**config.mk**
```make
export PLATFORM = sky130hd
export DESIGN_NAME = i2c_regmap_slave
export DESIGN_NICKNAME = d
export VERILOG_FILES = /design/src/rtl/i2c_pkg.sv /design/src/rtl/i2c_bus_monitor.sv /design/src/rtl/i2c_regmap_slave.sv
export SDC_FILE = /design/constraint.sdc
export NUM_CORES = 1
export LEC_CHECK = 0
export CAP_MARGIN = 10
export CELL_PAD_IN_SITES_DETAIL_PLACEMENT = 1
export CELL_PAD_IN_SITES_GLOBAL_PLACEMENT = 2
export CORE_MARGIN = 1
export CORE_UTILIZATION = 41
export DETAILED_ROUTE_END_ITERATION = 16
export PLACE_DENSITY_LB_ADDON = 0.1
export SETUP_SLACK_MARGIN = 0.4
export SLEW_MARGIN = 40
export SYNTH_ARGS = -nofsm -noshare
export SYNTH_HDL_FRONTEND = slang
export SYNTH_SLANG_ARGS = --single-unit
```
**constraint.sdc**
```tcl
create_clock -name clk -period 5.39 [get_ports clk]
set_input_delay 1.078 -clock clk [delete_from_list [all_inputs] [get_ports clk]]
set_output_delay 1.078 -clock clk [all_outputs]
set_load 0.02 [all_outputs]
```
**src/rtl/i2c_pkg.sv**
```systemverilog
// Shared I2C definitions: FSM state encoding, ACK/NACK bus levels and address width.
package i2c_pkg;
   localparam int   I2C_ADDR_W = 7;
   localparam logic ACK        = 1'b0;
   localparam logic NACK       = 1'b1;

   typedef enum logic [3:0] {
      IDLE      = 4'd0,
      ADDR      = 4'd1,
      ADDR_ACK  = 4'd2,
      PTR_RX    = 4'd3,
      PTR_ACK   = 4'd4,
      WR_RX     = 4'd5,
      WR_ACK    = 4'd6,
      TX        = 4'd7,
      MACK      = 4'd8,
      WAIT_STOP = 4'd9
   } i2c_state_t;
endpackage

```
**src/rtl/i2c_bus_monitor.sv**
```systemverilog
// Synchronises raw SCL/SDA and emits registered one-cycle SCL edge and START/STOP pulses.
module i2c_bus_monitor (
   input  logic clk,
   input  logic rst_n,
   input  logic scl_i,
   input  logic sda_i,
   output logic sda_o,
   output logic scl_rise_o,
   output logic scl_fall_o,
   output logic start_o,
   output logic stop_o
);
   logic [1:0] scl_sync_q, sda_sync_q;
   logic       scl_hist_q, sda_hist_q;

   // Sync flops reset to the idle-high bus level so reset release never fakes a START.
   always_ff @(posedge clk or negedge rst_n) begin
      if (!rst_n) begin
         scl_sync_q <= 2'b11;
         sda_sync_q <= 2'b11;
         scl_hist_q <= 1'b1;
         sda_hist_q <= 1'b1;
         scl_rise_o <= 1'b0;
         scl_fall_o <= 1'b0;
         start_o    <= 1'b0;
         stop_o     <= 1'b0;
      end else begin
         scl_sync_q <= {scl_sync_q[0], scl_i};
         sda_sync_q <= {sda_sync_q[0], sda_i};
         scl_hist_q <= scl_sync_q[1];
         sda_hist_q <= sda_sync_q[1];
         scl_rise_o <=  scl_sync_q[1] & ~scl_hist_q;
         scl_fall_o <= ~scl_sync_q[1] &  scl_hist_q;
         start_o    <=  scl_sync_q[1] &  scl_hist_q & ~sda_sync_q[1] &  sda_hist_q;
         stop_o     <=  scl_sync_q[1] &  scl_hist_q &  sda_sync_q[1] & ~sda_hist_q;
      end
   end

   // SDA level aligned with the registered edge pulses.
   assign sda_o = sda_hist_q;
endmodule

```
**src/rtl/i2c_regmap_slave.sv**
```systemverilog
// I2C target exposing a NUM_REGS byte register map with pointer writes, data writes and
// auto-incrementing reads served from a snapshot taken at the read address ACK.
//
// state     | meaning
// IDLE      | bus free or not addressed
// ADDR      | shifting in address + R/W
// ADDR_ACK  | driving ACK for our address
// PTR_RX    | receiving register pointer byte
// PTR_ACK   | driving ACK for pointer byte
// WR_RX     | receiving a data byte
// WR_ACK    | driving ACK for data byte
// TX        | shifting out shadow[pointer]
// MACK      | sampling master ACK/NACK
// WAIT_STOP | released, waiting for START/STOP
module i2c_regmap_slave
   import i2c_pkg::*;
#(
   parameter logic [I2C_ADDR_W-1:0] I2C_ADDR = 7'h64,
   parameter int                    NUM_REGS = 4,
   localparam int                   PTR_W    = $clog2(NUM_REGS)
) (
   input  logic                  clk,
   input  logic                  rst_n,
   input  logic                  scl,
   input  logic                  sda_in,
   output logic                  sda_oe,
   output logic                  sda_out,
   input  logic [8*NUM_REGS-1:0] rd_regs,
   output logic                  wr_valid,
   output logic [PTR_W-1:0]      wr_ptr,
   output logic [7:0]            wr_data,
   output logic                  busy
);
   logic sda_s, scl_rise, scl_fall, start_p, stop_p;

   i2c_bus_monitor u_mon (
      .clk       (clk),
      .rst_n     (rst_n),
      .scl_i     (scl),
      .sda_i     (sda_in),
      .sda_o     (sda_s),
      .scl_rise_o(scl_rise),
      .scl_fall_o(scl_fall),
      .start_o   (start_p),
      .stop_o    (stop_p)
   );

   i2c_state_t       state_q, state_d;
   logic [3:0]       cnt_q, cnt_d;
   logic [7:0]       shift_q, shift_d, tx_q, tx_d, wdat_q, wdat_d;
   logic [PTR_W-1:0] ptr_q, ptr_d, wp_q, wp_d, ptr_inc;
   logic             oe_q, oe_d, busy_q, busy_d, rw_q, rw_d, wv_q, wv_d;
   logic [7:0]       shadow_q [NUM_REGS];
   logic [7:0]       shadow_d [NUM_REGS];
   logic [7:0]       rd_arr   [NUM_REGS];
   logic [7:0]       rx_byte;

   always_comb begin
      for (int i = 0; i < NUM_REGS; i++) rd_arr[i] = rd_regs[8*i +: 8];
   end

   always_comb begin
      state_d  = state_q;
      cnt_d    = cnt_q;
      shift_d  = shift_q;
      tx_d     = tx_q;
      ptr_d    = ptr_q;
      oe_d     = oe_q;
      busy_d   = busy_q;
      rw_d     = rw_q;
      wv_d     = 1'b0;
      wp_d     = wp_q;
      wdat_d   = wdat_q;
      shadow_d = shadow_q;
      ptr_inc  = (ptr_q == PTR_W'(NUM_REGS - 1)) ? '0 : ptr_q + PTR_W'(1);
      rx_byte  = {shift_q[6:0], sda_s};

      if (stop_p) begin
         state_d = IDLE;
         oe_d    = 1'b0;
         busy_d  = 1'b0;
      end else if (start_p) begin
         state_d = ADDR;
         cnt_d   = '0;
         oe_d    = 1'b0;
      end else begin
         case (state_q)
            ADDR, PTR_RX, WR_RX: begin
               if (scl_rise && cnt_q < 4'd8) begin
                  shift_d = rx_byte;
                  cnt_d   = cnt_q + 4'd1;
                  if (state_q == WR_RX && cnt_q == 4'd7) begin
                     wv_d   = 1'b1;
                     wp_d   = ptr_q;
                     wdat_d = rx_byte;
                     ptr_d  = ptr_inc;
                  end
               end else if (scl_fall && cnt_q == 4'd8) begin
                  case (state_q)
                     ADDR: begin
                        if (shift_q[7:1] == I2C_ADDR) begin
                           state_d = ADDR_ACK;
                           oe_d    = 1'b1;
                           busy_d  = 1'b1;
                           rw_d    = shift_q[0];
                        end else begin
                           state_d = WAIT_STOP;
                        end
                     end
                     PTR_RX: begin
                        // Out-of-range pointer is left un-ACKed and keeps the old pointer.
                        if ({1'b0, shift_q} < 9'(NUM_REGS)) begin
                           state_d = PTR_ACK;
                           oe_d    = 1'b1;
                           ptr_d   = shift_q[PTR_W-1:0];
                        end else begin
                           state_d = WAIT_STOP;
                        end
                     end
                     default: begin
                        state_d = WR_ACK;
                        oe_d    = 1'b1;
                     end
                  endcase
               end
            end
            ADDR_ACK: begin
               if (scl_fall) begin
                  cnt_d = '0;
                  if (rw_q) begin
                     shadow_d = rd_arr;
                     tx_d     = rd_arr[ptr_q];
                     oe_d     = ~rd_arr[ptr_q][7];
                     state_d  = TX;
                  end else begin
                     oe_d    = 1'b0;
                     state_d = PTR_RX;
                  end
               end
            end
            PTR_ACK, WR_ACK: begin
               if (scl_fall) begin
                  oe_d    = 1'b0;
                  cnt_d   = '0;
                  state_d = WR_RX;
               end
            end
            TX: begin
               // cnt_q==0 on a fall means the byte was loaded after a master ACK.
               if (scl_rise && cnt_q < 4'd8) begin
                  cnt_d = cnt_q + 4'd1;
               end else if (scl_fall) begin
                  if (cnt_q == 4'd0) begin
                     oe_d = ~tx_q[7];
                  end else if (cnt_q == 4'd8) begin
                     oe_d    = 1'b0;
                     state_d = MACK;
                  end else begin
                     tx_d = {tx_q[6:0], 1'b0};
                     oe_d = ~tx_q[6];
                  end
               end
            end
            MACK: begin
               if (scl_rise) begin
                  ptr_d = ptr_inc;
                  case (sda_s)
                     ACK: begin
                        tx_d    = shadow_q[ptr_inc];
                        cnt_d   = '0;
                        state_d = TX;
                     end
                     NACK: state_d = WAIT_STOP;
                  endcase
               end
            end
            default: oe_d = 1'b0;
         endcase
      end
   end

   always_ff @(posedge clk or negedge rst_n) begin
      if (!rst_n) begin
         state_q  <= IDLE;
         cnt_q    <= '0;
         shift_q  <= '0;
         tx_q     <= '0;
         ptr_q    <= '0;
         oe_q     <= 1'b0;
         busy_q   <= 1'b0;
         rw_q     <= 1'b0;
         wv_q     <= 1'b0;
         wp_q     <= '0;
         wdat_q   <= '0;
         shadow_q <= '{default: '0};
      end else begin
         state_q  <= state_d;
         cnt_q    <= cnt_d;
         shift_q  <= shift_d;
         tx_q     <= tx_d;
         ptr_q    <= ptr_d;
         oe_q     <= oe_d;
         busy_q   <= busy_d;
         rw_q     <= rw_d;
         wv_q     <= wv_d;
         wp_q     <= wp_d;
         wdat_q   <= wdat_d;
         shadow_q <= shadow_d;
      end
   end

   assign sda_oe   = oe_q;
   assign sda_out  = 1'b0;
   assign busy     = busy_q;
   assign wr_valid = wv_q;
   assign wr_ptr   = wp_q;
   assign wr_data  = wdat_q;
endmodule
```
==> results of run 1 <==
[report_power, final]
part | leakage [nW] | switching [mW] | internal, mW
registers | 1.01 | 0.186 | 0.718
clock network | 0.0962 | 0.231 | 0.230
logic | 0.922 | 0.414 | 0.461
total | 2.02 | 0.831 | 1.41
[layout make-up]
class                   count  area [sq um]
fillers                  1043          4890
flip-flops and latches     82          2060
multi-input cells         222          2030
repair buffers             51           507
well taps                 133           166
clock buffers              11           141
clock inverters             5          62.6
inverters                  12          45.0
[sequential cells by signal, summed over array words and instances (netlist names)]
register,flops
u_mon.scl_sync_q,2
cnt_q,4
u_mon.stop_o,1
wr_ptr,2
u_mon.scl_hist_q,1
tx_q,8
shift_q,8
shadow_q,32
u_mon.sda_sync_q,2
u_mon.scl_rise_o,1
u_mon.start_o,1
wr_valid,1
sda_oe,1
u_mon.sda_o,1
wr_data,8
u_mon.scl_fall_o,1
ptr_q,2
rw_q,1
state_q,4
busy,1
[per-layer routing]
layer | share of wire (%) | up-vias | global-route usage, %
li1 | - | 1343 | -
met1 | 45 | 1494 | 25.7
met2 | 51 | 49 | 33.8
met3 | 2.7 | 6 | 3.02
met4 | 0.72 | 0 | 5.92
met5 | 0 | - | 0
[cell usage in the layout, fill, tap and decap left out, types with 2 or more instances in the layout]
master,instances
nor2b_1,6
and2_1,2
nor3_1,2
a22o_1,3
ha_1,3
nand4_1,4
inv_1,12
a31oi_1,2
a21oi_1,11
clkdlybuf4s50_1,47
nor4_4,2
nor3b_1,3
mux4_2,16
or3_1,2
o21ai_0,10
a311oi_1,3
mux2i_1,3
buf_4,3
nor2_1,18
clkinvlp_4,2
nand4b_1,3
clkbuf_8,11
dfrtp_1,76
nand2b_1,2
dfstp_2,6
nand2_1,19
a22oi_1,5
o311ai_0,2
or2_1,2
o211ai_1,6
mux2_2,61
nand3_1,7
[cell families (layout without fill, tap and decap cells)]
logic type,Yosys count,count (layout),share of synthesized area [%]
AND/OR/NAND/NOR,80,80,10.8
other,1,1,0.0885
buffers and inverters,32,79,3.51
flip-flops,82,82,48.6
adder cells (fa/ha/maj),3,3,0.886
AO/OA/AOI/OAI,57,57,10.4
multiplexers,81,81,25.7
[synthesized netlist by cell type (all sizes together) (6+ instances only)]
cell type,instances,area (sq um)
mux4,16,360
a21oi,11,55.1
dfstp,6,158
o211ai,6,45.0
mux2,62,698
o21ai,10,50.1
nand3,7,35.0
buf,17,92.6
nor2,19,71.3
nand2,19,71.3
dfrtp,76,1900
inv,12,45.0
nor2b,6,37.5
[worst max-delay path by stage]
stage,start,end,slack (ns),cells past startpoint
final,ptr_q[0],tx_q[7],2.71,4
after CTS,ptr_q[0],tx_q[7],2.63,5
after detailed placement,ptr_q[0],tx_q[7],2.62,5
after global placement,ptr_q[0],tx_q[7],2.67,4
after global routing,ptr_q[0],tx_q[7],2.46,4
after floorplan,ptr_q[0],tx_q[7],3.03,5
[through the flow]
step                      utilization (%)  setup slack, ns  cell area [sq um]  hold slack [ns]
after floorplan                         -             3.03               4240            0.345
after global placement               48.5             2.67               4800            0.347
after detailed placement             48.5             2.62               4810            0.347
after CTS                            50.6             2.63               5010            0.361
after global routing                 50.6             2.46               5010            0.370
final                                50.6             2.71               5010            0.360
==> results.sh, run 1 <==
export IMPL_status="finished, final reports clean"
export IMPL_die_area_sq_um=10700
export IMPL_drt_initial_drc_count=62
export IMPL_ir_drop_mv=0.180
export IMPL_required_ns=5.63
export IMPL_netlist_area_sq_um=4240
export IMPL_diodes=0
export IMPL_ctsHoldBuffers=0
export IMPL_grt_max_degree=83
export IMPL_numCtsBuffers=9
export IMPL_ctsResizeCount=0
export IMPL_synth_seq_area_share_pct=48.6
export IMPL_synth_cell_types=57
export IMPL_h_tree_depth=3
export IMPL_synth_avg_cell_area_sq_um=12.6
export IMPL_clkLatencyLatePin_ns=0.35
export IMPL_antenna_left=0
export IMPL_first_global_vias=3142
export IMPL_synth_cells=336
export IMPL_whs_path_depth=0
export IMPL_clk_pin_slew_ns=0.09
export IMPL_hp_class="register to register"
export IMPL_wl_per_cell_um=18.7
export IMPL_viasPerCell=5.60
export IMPL_final_layout_size_suffix_gt1_share_pct=29.2
export IMPL_yosys_warnings=0
export IMPL_rsz0062_at_grt="false"
export IMPL_synthToLayoutAreaGrowth_pct=18.3
export IMPL_start_kind="register"
export IMPL_worstMarginPinSlew_ns=0.803
export IMPL_rows=36
export IMPL_r2r_end="tx_q[7]"
export IMPL_min_to="u_mon.scl_sync_q[1]"
export IMPL_cts_root_buf="clkbuf_8"
export IMPL_place_gp_congestion=0.793
export IMPL_post_cts_setup_buffer_count=0
export IMPL_path_max_fanout=12
export IMPL_synth_flop_cell="dfrtp_1"
export IMPL_dp_hpwl_mm=6.76
export IMPL_ys_ff_latch=82
export IMPL_nNetsFinal=417
export IMPL_vias=2892
export IMPL_hold_start="u_mon.scl_sync_q[0]"
export IMPL_layout_worst_path_cycle_share_pct=49.8
export IMPL_synth_nets=375
export IMPL_power_density_nw_per_um2=446
export IMPL_tns_ns=0
export IMPL_critPathSlowestCell="ha_1"
export IMPL_grt_overflow=0
export IMPL_fin_cells=516
export IMPL_crit_type="register to register"
export IMPL_maxSlewViolCount=0
export IMPL_fin_skew_ns=0.0107
export IMPL_fin_crit_ns=2.68
export IMPL_critical_path_top_delay_family="multiplexers"
export IMPL_cts_sinks=82
export IMPL_drc=0
export IMPL_cp_arrival_ns=2.92
export IMPL_die_y_um=104
export IMPL_clockBufferDepth=2
export IMPL_gr_usage_all_layers_pct=19.7
export IMPL_slew_headroom_pct=46.3
export IMPL_grt_pass1_wl_mm=16.7
export IMPL_initial_core_util_pct=42.8
export IMPL_die_w_um=104
export IMPL_setup_viol=0
export IMPL_cp_slowest_stage_delay_ns=0.76
export IMPL_cts_tree="yes"
export IMPL_cp_buffers_inverters=0
export IMPL_rrSetupSlack_ns=2.71
export IMPL_wl_mm=9.67
export IMPL_io_pins=50
export IMPL_timing_fmax_mhz=373
export IMPL_first_pass_iters=4
export IMPL_antenna_found_initial=0
export IMPL_core_area_sq_um=9910
export IMPL_cap_violations=0
export IMPL_hold_viol=0
export IMPL_power_leakage_nw=2.02
export IMPL_io_buffers=48
export IMPL_synth_edf_count=0
export IMPL_p_total_mw=2.24
export IMPL_path_cells="ha_1, mux4_2, a221o_1, mux2_2"
export IMPL_async_flop_share_pct=100
export IMPL_crit_path_end_kind="register"
export IMPL_post_place_cells=500
export IMPL_r2r_start="ptr_q[0]"
export IMPL_worstRegToRegCells=4
(Power assumes the default switching activity.)
==> run 2: changes to the inputs <==
CORE_UTILIZATION = 38   (was 41)
clock period = 2.7 ns   (was 5.39 ns; I/O delays follow)
==> run 2 against run 1 <==
Sequential share of layout area down 1.0 points. Global-route usage up 0.084 points. Critical endpoint is now ptr_q[1]. Die area up 7.7%. Wire length up 5.1%. Power up 110%.
==> results.sh, run 2 (synthesized netlist as in run 1, its figures left out) <==
export IMPL_maxSlewViolCount=0
export IMPL_die_y_um=108
export IMPL_power_density_nw_per_um2=898
export IMPL_required_ns=2.94
export IMPL_first_pass_iters=4
export IMPL_die_area_sq_um=11600
export IMPL_ctsHoldBuffers=0
export IMPL_largest_register_ffs=32
export IMPL_initial_core_util_pct=39.1
export IMPL_synthToLayoutAreaGrowth_pct=21.4
export IMPL_place_gp_congestion=0.780
export IMPL_clockBufferDepth=2
export IMPL_wl_mm=10.2
export IMPL_final_util_pct=47.5
export IMPL_worstMarginPinSlew_ns=0.568
export IMPL_grt_pass1_wl_mm=17.1
export IMPL_power_leakage_nw=2.10
export IMPL_grt_overflow=0
export IMPL_path_max_fanout=6
export IMPL_die_w_um=108
export IMPL_status="finished, final reports clean"
export IMPL_crit_type="register to register"
export IMPL_clkLatencyLatePin_ns=0.35
export IMPL_cp_arrival_ns=2.43
export IMPL_h_tree_depth=3
export IMPL_cap_violations=0
export IMPL_layout_worst_path_cycle_share_pct=81.3
export IMPL_core_area_sq_um=10800
export IMPL_final_cell_mix="dfrtp_1 (75), mux2_2 (61), clkdlybuf4s50_1 (47)"
export IMPL_clk_pin_slew_ns=0.08
export IMPL_diodes=0
export IMPL_gr_usage_all_layers_pct=19.8
export IMPL_slew_headroom_pct=62.0
export IMPL_tns_ns=0
export IMPL_rows=38
export IMPL_cts_tree="yes"
export IMPL_setup_viol=0
export IMPL_regMostFlops="shadow_q"
export IMPL_nNetsFinal=433
export IMPL_drt_initial_drc_count=95
export IMPL_rsz0062_at_grt="true"
export IMPL_hold_viol=0
export IMPL_drc=0
export IMPL_start_kind="register"
export IMPL_timing_fmax_mhz=456
export IMPL_dp_hpwl_mm=7.42
export IMPL_mostFrequentLayoutCell="dfrtp_1"
export IMPL_vias=2955
export IMPL_fin_crit_ns=2.19
export IMPL_first_global_vias=3273
export IMPL_ir_drop_mv=0.320
export IMPL_grt_max_degree=49
export IMPL_fin_skew_ns=0.00846
export IMPL_viasPerCell=5.48
export IMPL_crit_path_end_kind="register"
export IMPL_wl_per_cell_um=18.9
export IMPL_final_layout_size_suffix_gt1_share_pct=32.3
export IMPL_cts_sinks=82
export IMPL_numCtsBuffers=9
export IMPL_antenna_left=0
export IMPL_hp_class="input port to asynchronous set/reset pin"
export IMPL_io_pins=50
export IMPL_antenna_found_initial=0
export IMPL_cts_root_buf="clkbuf_8"
export IMPL_io_buffers=48
## run 2: power by group
| group | internal (mW) | total (mW) | switching (mW) |
|---|---|---|---|
| clock network | 0.454 | 0.895 | 0.441 |
| logic | 1.04 | 2.05 | 1.02 |
| registers | 1.44 | 1.67 | 0.237 |
| total | 2.93 | 4.62 | 1.69 |
## run 2: layout make-up
cell class | instances | area [sq um]
Sequential cell | 82 | 2060
Tap cell | 140 | 175
Clock inverter | 4 | 51.3
Timing Repair Buffer | 67 | 633
Inverter | 12 | 45.0
Fill cell | 1143 | 5700
Clock buffer | 12 | 145
Multi-Input combinational cell | 222 | 2030
## run 2: timing repair
item	4_1_cts	5_1_grt
endpoints found under the hold margin	0	0
pin swaps	0	1
endpoints found under the setup margin	7	9
setup buffers	0	1
resized for setup	1	2
## run 2: stage by stage
stage	cell area [sq um]	hold slack [ns]	setup slack, ns	power, mW	instances
3_3_place_gp	4940	0.346	0.446	3.75	522
3_5_place_dp	4940	0.347	0.380	3.78	522
6_report	5140	0.140	0.506	4.62	539
5_1_grt	5140	0.152	0.385	4.96	539
2_1_floorplan	4240	0.244	0.577	3.14	336
4_1_cts	5130	0.144	0.424	4.70	538
## run 2: final timing paths
path / startpoint / to / slack, ns / depth (start not counted)
max: shift_q[4] / ptr_q[1] / 0.51 / 5
min in group clk: u_mon.scl_sync_q[0] / u_mon.scl_sync_q[1] / 0.36 / 0
min reg2reg: u_mon.scl_sync_q[0] / u_mon.scl_sync_q[1] / 0.36 / 0
max in group asynchronous: rst_n / u_mon.scl_hist_q / 1.90 / 2
min: rst_n / cnt_q[2] / 0.14 / 1
max reg2reg: shift_q[4] / ptr_q[1] / 0.51 / 5
## run 2: routing by layer
layer,part of all wire [%],GRT usage [%]
met1,45,25.4
met2,51,32.6
met3,2.7,4.60
met4,1.7,6.95
met5,0,0
## run 2: critical path: stages, from the launching register on
cell and delay (ns):
dfrtp_1 0.41, or3_1 0.50, nor4_4 0.26, a41oi_2 0.19
a2111oi_4 0.34, mux2_2 0.38
